==> config.mk <==
export PLATFORM = sky130hd
export DESIGN_NAME = controle_venda
export DESIGN_NICKNAME = d
export VERILOG_FILES = /design/src/rtl/controle_venda.sv
export SDC_FILE = /design/constraint.sdc
export NUM_CORES = 1
export LEC_CHECK = 0
export CAP_MARGIN = 40
export CORE_MARGIN = 3
export CORE_UTILIZATION = 40
export CTS_CLUSTER_DIAMETER = 30
export DETAILED_ROUTE_END_ITERATION = 8
export HOLD_SLACK_MARGIN = 0.12
export PLACE_DENSITY = 0.69
export SETUP_SLACK_MARGIN = 0.1
export SYNTH_ARGS = -nofsm -noshare
export SYNTH_HDL_FRONTEND = slang
export SYNTH_SLANG_ARGS = --single-unit
==> constraint.sdc <==
create_clock -name clk -period 3.3 [get_ports clk]
set_input_delay 0.495 -clock clk [delete_from_list [all_inputs] [get_ports clk]]
set_output_delay 0.495 -clock clk [all_outputs]
set_load 0.03 [all_outputs]
==> src/rtl/controle_venda.sv <==
// controle_venda: vending-machine transaction FSM; key capture, product lookup,
// coin accumulation and timed release/refund, paced by a 1 Hz tick.
module controle_venda #(
  parameter int T_DIG   = 15,
  parameter int T_MOEDA = 15,
  parameter int T_SAIDA = 5
) (
  input  logic       clk,
  input  logic       reset,
  input  logic       tick,
  input  logic       tecla_valida,
  input  logic [1:0] tecla_cod,
  input  logic       moeda_valida,
  input  logic [1:0] moeda,
  input  logic       cancela,
  input  logic       existe,
  input  logic [2:0] preco,
  output logic [1:0] linha,
  output logic [1:0] coluna,
  output logic       consulta,
  output logic [3:0] acumulado,
  output logic [3:0] troco,
  output logic       LP,
  output logic       DM,
  output logic [2:0] estado
);
  localparam int TMAX = (T_DIG > T_MOEDA) ? ((T_DIG > T_SAIDA) ? T_DIG : T_SAIDA)
                                          : ((T_MOEDA > T_SAIDA) ? T_MOEDA : T_SAIDA);
  localparam int CW = $clog2(TMAX + 1);
  typedef enum logic [2:0] {
    OCIOSO = 3'd0, ESPERA_COL = 3'd1, CONSULTA = 3'd2,
    MOEDAS = 3'd3, LIBERA = 3'd4, DEVOLVE = 3'd5
  } state_t;
  state_t state_q, state_d;
  logic [CW-1:0] cnt_q, cnt_d, lim;
  logic [1:0] linha_q, linha_d, coluna_q, coluna_d;
  logic [2:0] preco_q, preco_d;
  logic [3:0] acum_q, acum_d, troco_q, troco_d, soma_sat;
  logic [4:0] soma;
  logic lp_q, dm_q, consulta_q, coin, timeout, restart;
  assign lim = state_q == ESPERA_COL ? CW'(T_DIG) : state_q == MOEDAS ? CW'(T_MOEDA) : CW'(T_SAIDA);
  assign timeout = tick && cnt_q == lim - CW'(1);
  assign coin = moeda_valida && moeda != 2'd0;
  assign soma = {1'b0, acum_q} + {3'b0, moeda};
  assign soma_sat = soma[4] ? 4'hF : soma[3:0];
  always_comb begin
    state_d  = state_q;
    linha_d  = linha_q;
    coluna_d = coluna_q;
    preco_d  = preco_q;
    acum_d   = acum_q;
    troco_d  = troco_q;
    restart  = 1'b0;
    case (state_q)
      OCIOSO: begin
        acum_d = 4'd0;
        if (tecla_valida) begin
          linha_d = tecla_cod;
          state_d = ESPERA_COL;
        end
      end
      ESPERA_COL:
        if (cancela || timeout) begin
          state_d  = OCIOSO;
          linha_d  = 2'd0;
          coluna_d = 2'd0;
        end else if (tecla_valida) begin
          coluna_d = tecla_cod;
          state_d  = CONSULTA;
        end
      CONSULTA:
        if (existe) begin
          preco_d = preco;
          state_d = MOEDAS;
        end else begin
          state_d  = OCIOSO;
          linha_d  = 2'd0;
          coluna_d = 2'd0;
        end
      MOEDAS:
        if (acum_q >= {1'b0, preco_q}) begin
          state_d = LIBERA;
          troco_d = acum_q - {1'b0, preco_q};
        end else if (coin) begin
          // coin is counted before any cancel in the same cycle
          acum_d  = soma_sat;
          restart = 1'b1;
          if (cancela) begin
            state_d = DEVOLVE;
            troco_d = soma_sat;
          end
        end else if (cancela || timeout) begin
          state_d  = acum_q != 4'd0 ? DEVOLVE : OCIOSO;
          troco_d  = acum_q;
          linha_d  = acum_q != 4'd0 ? linha_q : 2'd0;
          coluna_d = acum_q != 4'd0 ? coluna_q : 2'd0;
        end
      LIBERA, DEVOLVE:
        if (timeout) begin
          state_d  = OCIOSO;
          acum_d   = 4'd0;
          troco_d  = 4'd0;
          linha_d  = 2'd0;
          coluna_d = 2'd0;
        end
      default: begin
        state_d  = OCIOSO;
        acum_d   = 4'd0;
        troco_d  = 4'd0;
        linha_d  = 2'd0;
        coluna_d = 2'd0;
      end
    endcase
    cnt_d = (state_d != state_q || restart) ? '0 :
            (tick && cnt_q != CW'(TMAX)) ? cnt_q + CW'(1) : cnt_q;
  end
  always_ff @(posedge clk or negedge reset)
    if (!reset) begin
      state_q    <= OCIOSO;
      cnt_q      <= '0;
      linha_q    <= 2'd0;
      coluna_q   <= 2'd0;
      preco_q    <= 3'd0;
      acum_q     <= 4'd0;
      troco_q    <= 4'd0;
      lp_q       <= 1'b0;
      dm_q       <= 1'b0;
      consulta_q <= 1'b0;
    end else begin
      state_q    <= state_d;
      cnt_q      <= cnt_d;
      linha_q    <= linha_d;
      coluna_q   <= coluna_d;
      preco_q    <= preco_d;
      acum_q     <= acum_d;
      troco_q    <= troco_d;
      lp_q       <= state_d == LIBERA;
      dm_q       <= state_d == DEVOLVE;
      consulta_q <= state_d == CONSULTA;
    end
  assign linha     = linha_q;
  assign coluna    = coluna_q;
  assign consulta  = consulta_q;
  assign acumulado = acum_q;
  assign troco     = troco_q;
  assign LP        = lp_q;
  assign DM        = dm_q;
  assign estado    = state_q;
endmodule

# ---- Word level (Yosys, flattened, before mapping)
# Cells that the tools add are included.
dict set report totals {
  rom_bits 0
  latch_bits 0
  in_bits 14
  mem_count 0
  ramBits 0
  regBits 25
}
dict set report op_classes {
  div 0
  n_eq_ne 23
  bitwise_logic 3
  reduce_logical 17
  n_mul 0
  addsub 4
  shifts 0
  n_mux 39
  n_lt_le_gt_ge 1
}
# operator n
set ops {}
lappend ops {{two-way mux 4 bit} 12}
lappend ops {{two-way mux 3 bit} 9}
lappend ops {{case mux 4 bit (3 select lines)} 2}
lappend ops {{two-way mux 2 bit} 10}
lappend ops {{case mux 2 bit (5 select lines)} 2}
lappend ops {{AND reduction 8 bit} 2}
lappend ops {{case mux 3 bit (5 select lines)} 1}
lappend ops {{inequality test 2 bit, second input constant} 7}
lappend ops {{== test 3 bit, second input constant} 4}
lappend ops {{== test 3 x 2 -> 1 bit, second input constant} 3}
lappend ops {{AND reduction 4 bit} 2}
lappend ops {{adder 4 x 2 -> 5 bit} 1}
lappend ops {{adder 4 x 1 -> 4 bit, second input constant} 1}
lappend ops {{== test 4 bit} 1}
lappend ops {{greater-or-equal comparator 4 x 3 -> 1 bit} 1}
lappend ops {{inequality test 2 x 1 -> 1 bit, second input constant} 2}
lappend ops {{inequality test 4 x 2 -> 1 bit, second input constant} 1}
lappend ops {{inequality test 4 x 3 -> 1 bit, second input constant} 1}
lappend ops {{inequality test 4 bit, second input constant} 1}
lappend ops {{nonzero test 2 bit} 2}
lappend ops {{nonzero test 4 bit} 1}
lappend ops {{OR reduction 2 bit} 2}
lappend ops {{subtractor 4 x 1 -> 4 bit, second input constant} 1}
lappend ops {{subtractor 4 x 3 -> 4 bit} 1}
lappend ops {{10 further kinds} 17}

# ---- Depth between registers and ports, before layout
# Gate-level depths: netlist of the first run.
dict set report logic_depth {
  word_depth 14
  mapped_depth 9
  mapped_depth_nobuf 9
}

# ---- Least setup slack after synthesis of the first run
# Ideal clock, no wire load.
dict set report synth_timing {
  path_kind {register to register}
  start {register acum_q[0] (netlist: acumulado[0])}
  end {register linha_q[0] (netlist: linha[0])}
  arrival_time_ns 2.401
  path_slack_ns 0.772
  period_less_slack_ns 2.528
  stages_incl_launch_ff 10
  path_buffers 0
  setup_time_ns 0.128
  cell_sequence {dfrtp_1 -> inv_1 -> ha_1 -> inv_1 -> fa_1 -> a21o_1 -> a21boi_4 -> a21oi_1 -> nor4_2 -> mux2_1}
}
dict set report synth_between {
  elab_chain_cells 3
  elab_cells_between_ends 5
  cone_classes {order compare: 1; eq/ne: 2; reduce/logical: 2}
}
# item line_no
set synth_lines {}
lappend synth_lines {{from (decl)} 38} ;# logic [3:0] acum_q, acum_d, troco_q, troco_d, soma_sat;
lappend synth_lines {{from (signal assigned)} 135} ;# acum_q <= acum_d;
lappend synth_lines {{greater-or-equal comparator 4 x 3 -> 1 bit / nonzero test 4 bit (equally long branches)} {81, 95}}
lappend synth_lines {{inequality test 2 bit (no line)} n/a}
lappend synth_lines {{AND reduction 8 bit (no line) (*)} n/a}
lappend synth_lines {{to (signal assigned)} 132} ;# linha_q <= linha_d;
lappend synth_lines {{to (decl)} 36} ;# logic [1:0] linha_q, linha_d, coluna_q, coluna_d;
# Mark *: on every way between the ends. The rest lies on a longest branch, timed or not.
# A chain may end at the register's enable or synchronous reset.

# ---- Final worst setup path of the first run
# Same ends and word-level chain as after synthesis.

==> results of run 1 <==
## layer usage
metal  vias to the layer above  global-route usage  share of wire
met1                       703               0.233           0.49
met4                         0              0.0348         0.0064
met5                         -                   0              0
li1                        735                   -              -
met3                         5              0.0319          0.034
met2                        24               0.245           0.47
## cells by family (layout without fill, tap and decap cells)
kind of cell	Yosys count	in the layout
AO/OA/AOI/OAI	42	42
buffers and inverters	19	50
adder cells (fa/ha/maj)	8	8
flip-flops	25	25
XOR/XNOR	4	4
AND/OR/NAND/NOR	73	73
multiplexers	13	13
## synthesized netlist by cell type, types with 4 or more instances
master	n	share of area
dfrtp_1	25	0.35
nor2_1	16	0.034
inv_1	13	0.028
nand2_1	11	0.023
a21oi_1	8	0.023
ha_1	6	0.043
mux2_2	6	0.038
a21o_1	5	0.021
nand2b_1	5	0.018
nor3_1	5	0.014
o21ai_0	5	0.014
a211oi_1	4	0.017
mux2i_1	4	0.023
nand3_1	4	0.011
nor2b_1	4	0.014
## worst max-delay path, cell delays in order, from the launching register on
cell      delay (ns)
dfrtp_1         0.44
inv_1           0.11
ha_1            0.17
inv_1           0.06
fa_1            0.41
a21o_1          0.23
a21boi_4        0.26
a21oi_1         0.16
nor4_2          0.37
mux2_1          0.36
## final timing paths
check,to,slack (ns),start
setup / recovery,linha[0],0.61,acumulado[0]
hold / removal,coluna[1],0.50,coluna[1]
setup reg to reg,linha[0],0.61,acumulado[0]
hold reg to reg,coluna[1],0.50,coluna[1]
max in group asynchronous,cnt_q[1],2.47,reset
min in group asynchronous,linha[0],0.58,reset
## power breakdown
part           switching [mW]  internal, mW
combinational           0.560         0.442
clock                  0.0967        0.0845
sequential              0.102         0.402
total                   0.759         0.929
## registers in the layout (all words and copies together) (netlist names)
| name | cells |
|---|---|
| acumulado | 4 |
| cnt_q | 4 |
| troco | 4 |
| estado | 3 |
| preco_q | 3 |
| coluna | 2 |
| linha | 2 |
| DM | 1 |
| LP | 1 |
| consulta | 1 |
## per-stage QoR
step	power [mW]	cell area (sq um)	hold slack, ns	cells	util
final	1.69	2130	0.497	265	0.518
after global routing	1.82	2130	0.523	265	0.518
after CTS	1.70	2130	0.503	265	0.518
after detailed placement	1.51	2090	0.482	261	0.507
after global placement	1.51	2090	0.473	261	0.507
after floorplan	1.24	1760	0.199	184	-
## layout make-up
cell class / instances / area (sq um)
Clock buffer: 3 / 41.3
Timing Repair Buffer: 33 / 325
Sequential cell: 25 / 626
Tap cell: 50 / 62.6
Fill cell: 398 / 1980
Clock inverter: 1 / 5.00
Multi-Input combinational cell: 140 / 1020
Inverter: 13 / 48.8
==> results.md, run 1 <==
* Ant diodes at 0
* Vias in the first global route at 1362
* Clock Path Buffers at 2
* Clock sinks at 25
* Mean routed wirelength per cell at 14.6 um
* I/O pin count at 32
* Crit-path max FO at 7
* Final setup margin at 0.606 ns
* Die height at 72.4 um
* Hold Path Depth at 1
* Global-route wire length before repair at 6700 um
* Die Wd at 72.4 um
* Synth async-reset ratio at 1.00
* Tightest Pin Transition at 0.577 ns
* Predominant post-synthesis flop cell: dfrtp_1
* I/O Buffers at 31
* CP required at 3.46 ns
* Post-synthesis instance area at 1760 sq um
* VDD IR max at 0.387 mV
* Row cnt at 23
* Syn avg cell area at 9.59 sq um
* Core Area at 4120 sq um
* Minimum clock period at 2.69 ns
* Clk root buf: clkbuf_8
* Crit share post-route at 0.816
* GRT Total Usage at 0.160
* R2r worst-path depth at 9
* Worst skew pair latency at 0.27 ns
* Mux share of post-synthesis cell area at 0.0801
* Die ar. at 5240 sq um
* Fraction of layout cells with a size suffix above 1 at 0.107
* DRT antenna net count at 0
* Most frequent cells in the layout: clkdlybuf4s50_1 (31), dfrtp_1 (25), nor2_1 (16)
* Pleak at 0.926 nW
* Status: finished, final reports clean
* DR vias at 1467
* # setup viols final at 0
* Synthesized Nets at 206
* Synthesis-to-finish area growth at 20.9%
* Crit Path Category: reg -> reg
* RSZ-0062 raised after global routing: no
* Worst path arrival time at 2.86 ns
* DR iter-0 viols at 137
* Cts hold-fix bufs at 0
* Setup TNS at 0 ns
* Largest family of logic cells by synthesized area: simple AND/OR/NAND/NOR gates
* DR vias/cell at 5.54
* Seq cells post-synth at 25
* Post-synthesis sequential area ratio at 0.355
* Slew Viols, Final at 0
* Routability cong. at 0.865
* Relative slew slack at 0.613
* Max-cap violations at 0
* Post-Synth Simple-Gate Area at 0.247
* Max Fclk at 371 MHz
* Pin count of the biggest net entering global routing at 26
* Cell count after synthesis at 184
* Netlist cell types at 52
* CP endpoint kind: register
* Synth Area in XOR/XNOR at 0.0199
* Commonest non-fill, non-tap cell in the layout: clkdlybuf4s50_1
* Worst hold path class: reg -> reg
* Number of synthesized flops with an enable pin at 0
* CTS tree: built
* Pre-CTS setup slack at 0.546 ns
* Power per cell area at 791 nW/um^2
* Post-CTS Resized at 0
* DRC Markers at 0
* Compound-Gate Fraction of Synth Area at 0.169
* Startpoint Class: register
* Clk slew on worst S/H paths at 0.09 ns
* Synth Area in Adders at 0.0652
* Router iterations before antenna repair at 4
* Yosys warns at 0
* Routed WL at 3880 um
* Initial Util at 0.429
* Grt ovf at 0
* Post-CTS setup buffers at 0
* H-tree depth at 1
* Initial antenna violation count at 0
* Fin nets at 238
* Setup Skew at 0.00864 ns
* Hold Fails Final Rpt at 0
* Inserted Clock Buffers at 3
* Detailed placement HPWL at 2980 um
Note: power is estimated with default switching activity, not from simulation.
==> run 2: changes to the inputs <==
- PLACE_DENSITY: 0.69 -> 0.71
- clock period: 3.3 -> 2.26 ns (I/O delays scaled with it)
==> run 2 against run 1 <==
  * Non-clock buffer count increased by 36
  * Clock-buffer cell count unchanged
  * Routed wire length increased by 23%
  * Global-route usage increased by 2.0 points
  * Worst hold slack got worse by 0.074 ns
  * Critical path type unchanged
  * Critical endpoint is now troco[2]
  * Largest power group unchanged
  * Highest routed layer unchanged
==> results.md, run 2 (same netlist as run 1, synthesis figures left out) <==
* H-tree depth at 1
* Critical path origin: acumulado[0]
* Max-cap violations at 0
* DR iter-0 viols at 89
* R2R Path End: troco[2]
* GRT Total Usage at 0.180
* Synthesis-to-finish area growth at 45.5%
* Pre-CTS setup slack at -0.216 ns
* Family with the most delay on the worst path: compound AO/OA/AOI/OAI gates
* Crit Path Category: reg -> reg
* RSZ-0062 raised after global routing: yes
* Tightest Pin Transition at 0.495 ns
* Global-route wire length before repair at 7400 um
* Worst path arrival time at 2.41 ns
* Fillers at 342
* Status: finished, final reports clean
* Slew Viols, Final at 0
* Clock Path Buffers at 2
* Crit share post-route at 0.994
* Inserted Clock Buffers at 3
* DR vias at 1645
* Post-Place Cells at 287
* Worst hold path class: in -> async
* Setup Skew at 0.00296 ns
* Mean routed wirelength per cell at 15.9 um
* Fin nets at 274
* Slowest cell on the critical path: dfrtp_2
* Final setup margin at 0.0126 ns
* VDD IR max at 0.574 mV
* Buf/Inv on CP at 2
* Most frequent cells in the layout: buf_4 (35), clkdlybuf4s50_1 (31), dfrtp_1 (23)
* Flop2flop setup slack at 0.01 ns
* CP max stage delay at 0.41 ns
* Initial antenna violation count at 0
* Final core occ at 0.624
* Cts hold-fix bufs at 0
* Routed WL at 4790 um
* R2r worst-path depth at 9
* CP endpoint kind: register
* DRC Markers at 0
* Commonest non-fill, non-tap cell in the layout: buf_4
* Die Wd at 72.4 um
* Minimum clock period at 2.25 ns
* Max Fclk at 445 MHz
* Hold Fails Final Rpt at 0
* Detailed placement HPWL at 3300 um
* Power per cell area at 1180 nW/um^2
* Ant diodes at 0
* Met3 usage at 0.0277
* DR vias/cell at 5.47
* I/O Buffers at 31
* Met2 Use GR at 0.284
* Worst r2r src: acumulado[0]
* Sequential cell area at 628 sq um
* CP required at 2.43 ns
* Clk root buf: clkbuf_8
* DRT antenna net count at 0
* Core Area at 4120 sq um
* Router iterations before antenna repair at 4
* Pleak at 1.12 nW
* Relative slew slack at 0.661
* Clock sinks at 25
* Most numerous cell on the critical path: inv_2
* Worst skew pair latency at 0.28 ns
* Startpoint Class: register
* CP cell instances: inv_2 > ha_4 > inv_2 > fa_2 > a21oi_2 > o211ai_1 > a31oi_2 > a21o_1 > mux2_4
* Die ar. at 5240 sq um
* Fraction of layout cells with a size suffix above 1 at 0.327
* Setup TNS at 0 ns
* Crit-path max FO at 4
* Pin count of the biggest net entering global routing at 26
* Vias in the first global route at 1481
* Met1 Use GR at 0.257
* I/O pin count at 32
* Grt ovf at 0
* Routability cong. at 0.817
* Die height at 72.4 um
* Row cnt at 23
* CTS tree: built
* Finished Layout Cells at 301
* # setup viols final at 0
* Initial Util at 0.429
* GR peak layer: met2
* Clk slew on worst S/H paths at 0.09 ns
* Area of the multi-input gates at 1170 sq um
run 2: cell types whose count changed in the layout (fill, tap and decap cells not counted), moves of 3 or more:
| cell | change |
|---|---|
| buf_4 | +33 |
| a21oi_1 | -3 |
| a21oi_2 | +3 |
| buf_6 | +3 |
| ha_1 | -3 |
| mux2_4 | +3 |
run 2: routing by layer:
layer	wire length [um]	part of all wire	vias to the layer above
li1	-	-	800
met1	2210	0.46	805
met2	2340	0.49	35
met3	180	0.038	5
met4	55	0.011	0
met5	0	0	-
run 2: worst reg2reg max path: stages, from the launching register on:
cell	delay (ns)
dfrtp_2	0.41
inv_2	0.08
ha_4	0.14
inv_2	0.03
fa_2	0.35
a21oi_2	0.16
o211ai_1	0.17
a31oi_2	0.24
a21o_1	0.23
mux2_4	0.32
run 2: layout make-up:
type | count | share of cell area
clock inverters | 1 | 0.00195
multi-input cells | 140 | 0.458
clock buffers | 3 | 0.0161
flip-flops and latches | 25 | 0.245
well taps | 50 | 0.0244
repair buffers | 69 | 0.236
inverters | 13 | 0.0190
run 2: worst max-delay path by stage:
stage,slack [ns],end,depth (start not counted)
final,0.01,troco[2],9
after global placement,-0.14,troco[0],9
after detailed placement,-0.22,troco[0],9
after global routing,-0.08,troco[2],9
after CTS,0.03,troco[2],9
after floorplan,-0.13,coluna[0],9
run 2: where the power goes:
part	total, mW	internal, mW	switching, mW	leakage (nW)
clock	0.272	0.124	0.148	0.0255
combinational	2.07	0.997	1.07	0.767
sequential	0.690	0.589	0.100	0.331
total	3.03	1.71	1.32	1.12
run 2: timing repair:
| action | in CTS | in global routing |
|---|---|---|
| pin swaps | 7 | 3 |
| endpoints found under the setup margin | 15 | 18 |
| hold endpoints to repair | 0 | 0 |
| cloned | 0 | 0 |
| buffers inserted | 6 | 5 |
| gates resized for setup | 9 | 17 |
run 2: per-stage QoR:
step | hold slack [ns] | instance area, sq um | total power [mW]
6_report | 0.423 | 2570 | 3.03
4_1_cts | 0.437 | 2440 | 2.86
3_3_place_gp | 0.476 | 2320 | 2.38
3_5_place_dp | 0.480 | 2320 | 2.40
2_1_floorplan | 0.0434 | 1800 | 1.85
5_1_grt | 0.476 | 2570 | 3.23
